<file path="src/rtl/button_pkg.sv">
// Shared types and constants for the push-button conditioner.
// Optional auto-repeat is enabled by defining BTN_AUTOREPEAT_EN.
package button_pkg;

    typedef enum logic [1:0] {
        IDLE,
        PRESS_WAIT,
        HELD,
        RELEASE_WAIT
    } btn_state_t;

    localparam int NUM_BTN = 5;

    localparam int BTN_L = 4;
    localparam int BTN_U = 3;
    localparam int BTN_D = 2;
    localparam int BTN_R = 1;
    localparam int BTN_C = 0;

    // Defaults assume the 6.25 MHz system clock.
    localparam int DEF_DEBOUNCE_CYCLES = 62500;
    localparam int DEF_PULSE_WIDTH     = 1;
    localparam int DEF_REPEAT_DELAY    = 3125000;
    localparam int DEF_REPEAT_PERIOD   = 1250000;

endpackage

</file>
<file path="src/rtl/button_debounce_channel.sv">
// One button: synchroniser, debounce FSM, pulse stretcher and,
// with BTN_AUTOREPEAT_EN defined, a hold-to-repeat counter.
module button_debounce_channel
    import button_pkg::*;
#(
    parameter int DEBOUNCE_CYCLES = DEF_DEBOUNCE_CYCLES,
`ifdef BTN_AUTOREPEAT_EN
    parameter int REPEAT_DELAY    = DEF_REPEAT_DELAY,
    parameter int REPEAT_PERIOD   = DEF_REPEAT_PERIOD,
`endif
    parameter int PULSE_WIDTH     = DEF_PULSE_WIDTH
) (
    input  logic clock,
    input  logic reset,
    input  logic btn_raw,
    output logic pulse,
    output logic level
);

    localparam int CW = $clog2(DEBOUNCE_CYCLES + 1);
    localparam int WW = $clog2(PULSE_WIDTH + 1);
    localparam logic [CW-1:0] CNT_LAST = CW'(DEBOUNCE_CYCLES - 1);

    logic [1:0]    sync_q;
    logic          s;
    btn_state_t    state_q, state_d;
    logic [CW-1:0] cnt_q, cnt_d;
    logic          fire_press;
    logic          enter_held;
    logic          fire;
    logic [WW-1:0] wcnt_q;

    always_ff @(posedge clock) begin
        if (reset) sync_q <= '0;
        else       sync_q <= {sync_q[0], btn_raw};
    end

    assign s = sync_q[1];

    always_ff @(posedge clock) begin
        if (reset) begin
            state_q <= IDLE;
            cnt_q   <= '0;
        end else begin
            state_q <= state_d;
            cnt_q   <= cnt_d;
        end
    end

    always_comb begin
        state_d    = state_q;
        cnt_d      = cnt_q;
        fire_press = 1'b0;
        unique case (state_q)
            IDLE: begin
                cnt_d = '0;
                if (s) begin
                    state_d = PRESS_WAIT;
                    cnt_d   = CW'(1);
                end
            end
            PRESS_WAIT: begin
                if (!s) begin
                    state_d = IDLE;
                    cnt_d   = '0;
                end else if (cnt_q == CNT_LAST) begin
                    state_d    = HELD;
                    cnt_d      = '0;
                    fire_press = 1'b1;
                end else begin
                    cnt_d = cnt_q + CW'(1);
                end
            end
            HELD: begin
                cnt_d = '0;
                if (!s) begin
                    state_d = RELEASE_WAIT;
                    cnt_d   = CW'(1);
                end
            end
            RELEASE_WAIT: begin
                if (s) begin
                    state_d = HELD;
                    cnt_d   = '0;
                end else if (cnt_q == CNT_LAST) begin
                    state_d = IDLE;
                    cnt_d   = '0;
                end else begin
                    cnt_d = cnt_q + CW'(1);
                end
            end
            default: begin
                state_d = IDLE;
                cnt_d   = '0;
            end
        endcase
    end

    // Covers both a fresh press and a bounce back out of RELEASE_WAIT.
    assign enter_held = (state_d == HELD) && (state_q != HELD);

`ifdef BTN_AUTOREPEAT_EN
    localparam int RMAX = (REPEAT_DELAY > REPEAT_PERIOD) ?
                          REPEAT_DELAY : REPEAT_PERIOD;
    localparam int RW = $clog2(RMAX + 1);

    logic [RW-1:0] rcnt_q;
    logic          armed_q;
    logic          stay_held;
    logic          rpt_hit;

    assign stay_held = (state_q == HELD) && (state_d == HELD);
    assign rpt_hit   = stay_held &&
                       (rcnt_q == (armed_q ? RW'(REPEAT_PERIOD - 1)
                                           : RW'(REPEAT_DELAY - 1)));

    // Frozen outside HELD; restarted whenever HELD is (re)entered.
    always_ff @(posedge clock) begin
        if (reset || enter_held) begin
            rcnt_q  <= '0;
            armed_q <= 1'b0;
        end else if (rpt_hit) begin
            rcnt_q  <= '0;
            armed_q <= 1'b1;
        end else if (stay_held) begin
            rcnt_q  <= rcnt_q + RW'(1);
        end
    end

    assign fire = fire_press | rpt_hit;
`else
    assign fire = fire_press;
`endif

    always_ff @(posedge clock) begin
        if (reset)               wcnt_q <= '0;
        else if (fire)           wcnt_q <= WW'(PULSE_WIDTH);
        else if (wcnt_q != '0)   wcnt_q <= wcnt_q - WW'(1);
    end

    always_ff @(posedge clock) begin
        if (reset) begin
            pulse <= 1'b0;
            level <= 1'b0;
        end else begin
            pulse <= (wcnt_q != '0);
            level <= (state_q == HELD) || (state_q == RELEASE_WAIT);
        end
    end

endmodule

</file>
<file path="src/rtl/button_pulse_conditioner.sv">
// Five independent debounced button channels {L,U,D,R,C}.
// Define BTN_AUTOREPEAT_EN to add hold-to-repeat pulses.
module button_pulse_conditioner
    import button_pkg::*;
#(
    parameter int DEBOUNCE_CYCLES = DEF_DEBOUNCE_CYCLES,
    parameter int PULSE_WIDTH     = DEF_PULSE_WIDTH,
    parameter int REPEAT_DELAY    = DEF_REPEAT_DELAY,
    parameter int REPEAT_PERIOD   = DEF_REPEAT_PERIOD
) (
    input  logic                 clock,
    input  logic                 reset,
    input  logic [NUM_BTN-1:0]   btn_in,
    output logic [NUM_BTN-1:0]   btn_sp,
    output logic [NUM_BTN-1:0]   btn_db
);

    if (DEBOUNCE_CYCLES < 2 || PULSE_WIDTH < 1 ||
        REPEAT_DELAY < 1 || REPEAT_PERIOD < 1) begin : g_bad_param
        $error("button_pulse_conditioner: illegal timing parameter");
    end

    for (genvar i = 0; i < NUM_BTN; i++) begin : g_ch
        button_debounce_channel #(
            .DEBOUNCE_CYCLES (DEBOUNCE_CYCLES),
`ifdef BTN_AUTOREPEAT_EN
            .REPEAT_DELAY    (REPEAT_DELAY),
            .REPEAT_PERIOD   (REPEAT_PERIOD),
`endif
            .PULSE_WIDTH     (PULSE_WIDTH)
        ) u_ch (
            .clock   (clock),
            .reset   (reset),
            .btn_raw (btn_in[i]),
            .pulse   (btn_sp[i]),
            .level   (btn_db[i])
        );
    end

endmodule

</file>
<file path="config.mk">
export PLATFORM = sky130hd
export DESIGN_NAME = button_pulse_conditioner
export DESIGN_NICKNAME = d
export VERILOG_FILES = /design/src/rtl/button_pkg.sv /design/src/rtl/button_debounce_channel.sv /design/src/rtl/button_pulse_conditioner.sv
export SDC_FILE = /design/constraint.sdc
export NUM_CORES = 1
export LEC_CHECK = 0
export BUFFER_PORTS_ARGS = -buffer_cell sky130_fd_sc_hd__buf_2
export CELL_PAD_IN_SITES_DETAIL_PLACEMENT = 1
export CELL_PAD_IN_SITES_GLOBAL_PLACEMENT = 2
export CORE_AREA = 2 2 97 122
export CTS_BUF_LIST = sky130_fd_sc_hd__clkbuf_2 sky130_fd_sc_hd__clkbuf_4 sky130_fd_sc_hd__clkbuf_8
export DETAILED_ROUTE_END_ITERATION = 8
export DIE_AREA = 0 0 99 124
export PLACE_DENSITY_LB_ADDON = 0.1
export SLEW_MARGIN = 40
export SYNTH_ARGS = -nofsm -noshare
export SYNTH_HDL_FRONTEND = slang
export SYNTH_SLANG_ARGS = --single-unit
</file>
<file path="constraint.sdc">
create_clock -name clock -period 4.34 [get_ports clock]
set_clock_uncertainty 0.2 [all_clocks]
set_input_delay 0.217 -clock clock [delete_from_list [all_inputs] [get_ports clock]]
set_output_delay 0.217 -clock clock [all_outputs]
set_load 0.05 [all_outputs]
</file>
== Yosys cells after proc, flatten, opt, wreduce, memory -nomap -nowiden ==
Index checks and enable logic that the tools add are counted.

* Register bits: 115
* Input bits: 7
* Word-level logic and storage cells: 185

* Reductions and logical operators: 15
* Eq/ne operators: 40
* Add/sub/neg operators: 10
* Muxes and demuxes: 90

{| class="wikitable"
|+ Operator list
! operator !! count
|-
| $pmux 16 s4 || 5
|-
| $mux 16 || 15
|-
| $add 16x1->16 const B || 5
|-
| $eq 16x16->1 const B || 5
|-
| $mux 2 || 30
|-
| $pmux 2 s4 || 5
|-
| $mux 1 || 35
|-
| $eq 2x2->1 const B || 10
|-
| $reduce_and 4->1 || 5
|-
| $ne 3x1->1 const B || 5
|-
| $ne 3x3->1 const B || 5
|-
| $eq 2x1->1 const B || 5
|-
| $logic_not 2->1 || 5
|-
| $ne 2x1->1 const B || 5
|-
| $ne 2x2->1 const B || 5
|-
| $logic_or 1x1->1 || 5
|-
| $sub 1x1->1 const B || 5
|}

== Logic depth before layout (Yosys ltp) ==
* Depth in word-level cells: 5
* Depth in mapped cells: 6
* Gate-level depth less buffers: 5

== Modules after synthesis ==
From an unflattened synthesis, not the netlist that was laid out.

* Cell total of the unflattened synthesis: 494
* Area total of the unflattened synthesis: 4888.4 sq um

{| class="wikitable"
|+ Modules (own cells, without submodules)
! module !! area each (sq um) !! times used !! cells each
|-
| button_debounce_channel (g_ch[0].u_ch ...) || 977.2 || 4 || 98
|-
| button_debounce_channel (g_ch[4].u_ch) || 979.7 || 1 || 102
|}

== Least setup slack after synthesis ==
No wires, ideal clock.

* Path type: flip-flop to flip-flop
* Start point: reg g_ch[0].u_ch.cnt_q[0]
* End point: reg g_ch[0].u_ch.cnt_q[10]
* Buffers on the path: 1
* Stages on the path, launching flop included: 7
* Setup time: 0.117 ns
* Setup slack: 2.215 ns
* Arrival: 1.808 ns
* Cells stage by stage: dfxtp_1 ha_1 or4bb_1 nor4_1 nand3b_1 buf_2 nor2_1

* Longest elaborated chain between the ends: 4
* Elaborated cells between the ends (all ways): 6
* Classes of those cells: add/sub (1); eq/ne (1); mux (4)

{| class="wikitable"
|+ RTL lines
! what !! RTL line !! source
|-
| start, declared || button_debounce_channel.sv:27 || <nowiki>logic [CW-1:0] cnt_q, cnt_d;</nowiki>
|-
| start signal, assigned || button_debounce_channel.sv:46 || <nowiki>cnt_q <= cnt_d;</nowiki>
|-
| $add 16x1->16 / $eq 16x16->1 (equally long branches) || n/a ||
|-
| $mux 16 * || button_debounce_channel.sv:66, button_debounce_channel.sv:85 ||
|-
| $mux 16 (on tied branches) || button_debounce_channel.sv:82, button_debounce_channel.sv:63 ||
|-
| $pmux 16 s4 * || button_debounce_channel.sv:54 || <nowiki>unique case (state_q)</nowiki>
|}

Mark *: on every way between the ends. The rest lies on a longest branch, timed or not.
A chain may end at the register's enable or synchronous reset.

== Worst setup path after layout ==
* Start point: reg g_ch[0].u_ch.cnt_q[0]
* End point: reg g_ch[0].u_ch.cnt_q[6]

The elaborated chain is that of the path after synthesis.

==> impl_metrics.ini <==
[logic_synthesis]
ys.flop_type = dfxtp_1
synthCells = 522
synth.avg_cell_area_um2 = 9.130
ys_seq_area_frac = 0.4831
synth-seq-cells = 115
synth.distinct_cells = 40
synth_edf_count = 0
synthesis.nets = 534
synth_async_sr_flop_share = 0
yosysWarnings = 0
synth_area_um2 = 4766

[worst_setup_path]
cp_num_buf_inv = 0
endpoint_kind = flop
cp_cell_sequence = ha_1 > or4bb_1 > nor4_1 > nand3b_1 > nor2_1
cp-start-kind = flop
path_delay_family = simple AND/OR/NAND/NOR gates
slowest_stage = nand3b_1
critical_path_class = flop to flop
required_ns = 4.41
worstReg2RegStart = g_ch[0].u_ch.cnt_q[0]$_SDFF_PP0_
reg2reg_slack_ns = 1.92
cp_max_fo = 15
worstRegToRegCells = 5
cpPeakStageDelay_ns = 0.52
arrival_ns = 2.49
r2r_end = g_ch[0].u_ch.cnt_q[6]$_SDFF_PP0_

[cts]
clock_path_buffers = 2
cts_sinks = 115
cts-htree-levels = 4
cts-root-buf = clkbuf_8
cts_resized = 0
insertion_delay_ns = 0.42
cts_tree = yes
numCtsBuffers = 17
clk_pin_slew_ns = 0.06

[timing]
worst_slack_ns = 1.921
worst_pin_slew_ns = 0.6191
finalMaxSlewViolations = 0
min_period_ns = 2.419
clock.fmax_ghz = 0.4134
fin_tns_setup_ns = 0
max_slew_margin = 0.5860
post-route-period-util = 0.5573
hold_viol_final = 0
rsz0062_at_grt = false
setup_viol = 0

[placed_design]
numPortBuffers = 16
dpl_worst_slack_ns = 1.874
place_inst = 653
place.gp.congestion = 0.7533
place_hpwl_um = 6331

[grt]
antenna_found_initial = 0
grt_pass1_wl_um = 15850
grt_max_degree = 31
track_usage = 0.1605
overflow = 0
grt_pass1_vias = 3570

[cells_and_area]
drive_above_1_share = 0.1033
nFillCells = 1318
antenna_cells = 0
nets = 554
synthToLayoutAreaGrowth_pct = 10.76
mostFrequentLayoutCell = dfxtp_1
final_cell_mix = 115 x dfxtp_1, 89 x nor2_1, 56 x xnor2_1
stdcell_count = 687

[outcome]
status = completed

[floorplanning]
die_w_um = 99
core_um2 = 11030
chipHeight_um = 124
dieArea_um2 = 12280
start_util = 0.4321
pin_count = 17
fp-row-count = 43

[route]
routed_wl_um = 9168
dr.pass1.iters = 4
route.vias.total = 3515
drtAntennaViolNets = 0
routedWlPerCell_um = 13.34
drt-initial-drc-count = 82
drc = 0
drt-vias-per-instance = 5.116

[hold_path]
min_path_cells = 2
hold_class = input pin to flop
hp-start = reset
whs_endpoint = g_ch[2].u_ch.pulse$_SDFF_PP0_

[power]
peakVddDrop_mv = 0.1635
leakagePower_nw = 1.647
power_density_nw_per_um2 = 368.6

[flow_run]
maxCapViolCount = 0
-- kinds of logic (layout without fill, tap and decap cells) --
| group | Yosys count | in the layout | share of synthesized area |
|---|---|---|---|
| adders and majority gates | 5 | 5 | 0.01313 |
| and+or+nand+nor | 275 | 275 | 0.3074 |
| DFF | 115 | 115 | 0.4831 |
| buffers and inverters | 37 | 67 | 0.03990 |
| xor gates and xnor gates | 72 | 72 | 0.1323 |
| AOI/OAI and AO/OA | 15 | 15 | 0.01785 |
| muxes | 3 | 3 | 0.006301 |
-- how the worst max path moves through the flow --
stage / startpoint / slack [ns] / to / cells after the start
6_report: g_ch[0].u_ch.cnt_q[0]$_SDFF_PP0_ / 1.92 / g_ch[0].u_ch.cnt_q[6]$_SDFF_PP0_ / 5
5_1_grt: g_ch[0].u_ch.cnt_q[0]$_SDFF_PP0_ / 1.72 / g_ch[0].u_ch.cnt_q[7]$_SDFF_PP0_ / 5
4_1_cts: g_ch[0].u_ch.cnt_q[0]$_SDFF_PP0_ / 1.88 / g_ch[0].u_ch.cnt_q[6]$_SDFF_PP0_ / 5
3_5_place_dp: g_ch[0].u_ch.cnt_q[0]$_SDFF_PP0_ / 1.87 / g_ch[0].u_ch.cnt_q[6]$_SDFF_PP0_ / 5
3_3_place_gp: g_ch[0].u_ch.cnt_q[0]$_SDFF_PP0_ / 1.98 / g_ch[0].u_ch.cnt_q[7]$_SDFF_PP0_ / 5
2_1_floorplan: g_ch[0].u_ch.cnt_q[0]$_SDFF_PP0_ / 2.22 / g_ch[0].u_ch.cnt_q[10]$_SDFF_PP0_ / 6
-- power breakdown --
group	internal (mW)	switching [mW]	total, mW	leakage [nW]
combinational	0.0116	0.0101	0.0217	0.532
sequential	1.06	0.00429	1.07	0.929
clock	0.461	0.396	0.857	0.186
total	1.54	0.410	1.95	1.65
-- flip-flops by register name, summed over array words and instances, names as in the netlist, named ones only --
register / cells
g_ch.u_ch.state_q: 5
g_ch.u_ch.pulse: 5
g_ch.u_ch.wcnt_q: 5
g_ch.u_ch.cnt_q: 80
g_ch.u_ch.level: 5
g_ch.u_ch.sync_q: 10
-- area by class of cell --
type | count | area [um^2] | area share
flip-flops and latches | 115 | 2302 | 0.4361
clock inverters | 6 | 30.03 | 0.005689
inverters | 17 | 63.81 | 0.01209
well taps | 135 | 168.9 | 0.03200
clock buffers | 23 | 310.3 | 0.05878
multi-input cells | 370 | 2273 | 0.4307
repair buffers | 21 | 130.1 | 0.02465
-- metrics by stage --
| step | power (mW) | utilization | cell area (um^2) | hold slack, ns |
|---|---|---|---|---|
| finish | 1.946 | 0.4786 | 5279 | 0.05318 |
| global route | 2.023 | 0.4786 | 5279 | 0.08018 |
| CTS | 1.981 | 0.4786 | 5279 | 0.04375 |
| detailed placement | 1.109 | 0.4432 | 4888 | 0.2263 |
| global placement | 1.108 | 0.4432 | 4888 | 0.2187 |
| floorplan | 1.102 | - | 4766 | 0.1452 |
-- metal layers --
metal	track usage	vias to the layer above	wire length, um	part of all wire
met5	0	-	0	0
met2	0.2939	29	4714	0.51
met1	0.1722	1680	4066	0.44
met4	0.07021	0	182	0.020
met3	0.04489	14	205	0.022
li1	-	1792	-	-
-- synthesized netlist by cell type, drive strengths merged, types with 15 or more instances --
library cell / n / area [um^2]
buf: 15 / 107.6
dfxtp: 115 / 2302
inv: 17 / 63.81
nand2: 23 / 86.33
nand3: 39 / 200.2
nand4: 16 / 100.1
nor2: 89 / 334.1
nor2b: 17 / 106.4
nor3: 23 / 120.1
nor4: 18 / 125.1
xnor2: 56 / 490.5
xor2: 16 / 140.1
-- what timing repair did --
item                      in CTS  in global routing
hold endpoints to repair       5                  0
hold buffers                   5                  0
buffers inserted               0                  0
Power figures use the tool's default switching activity.
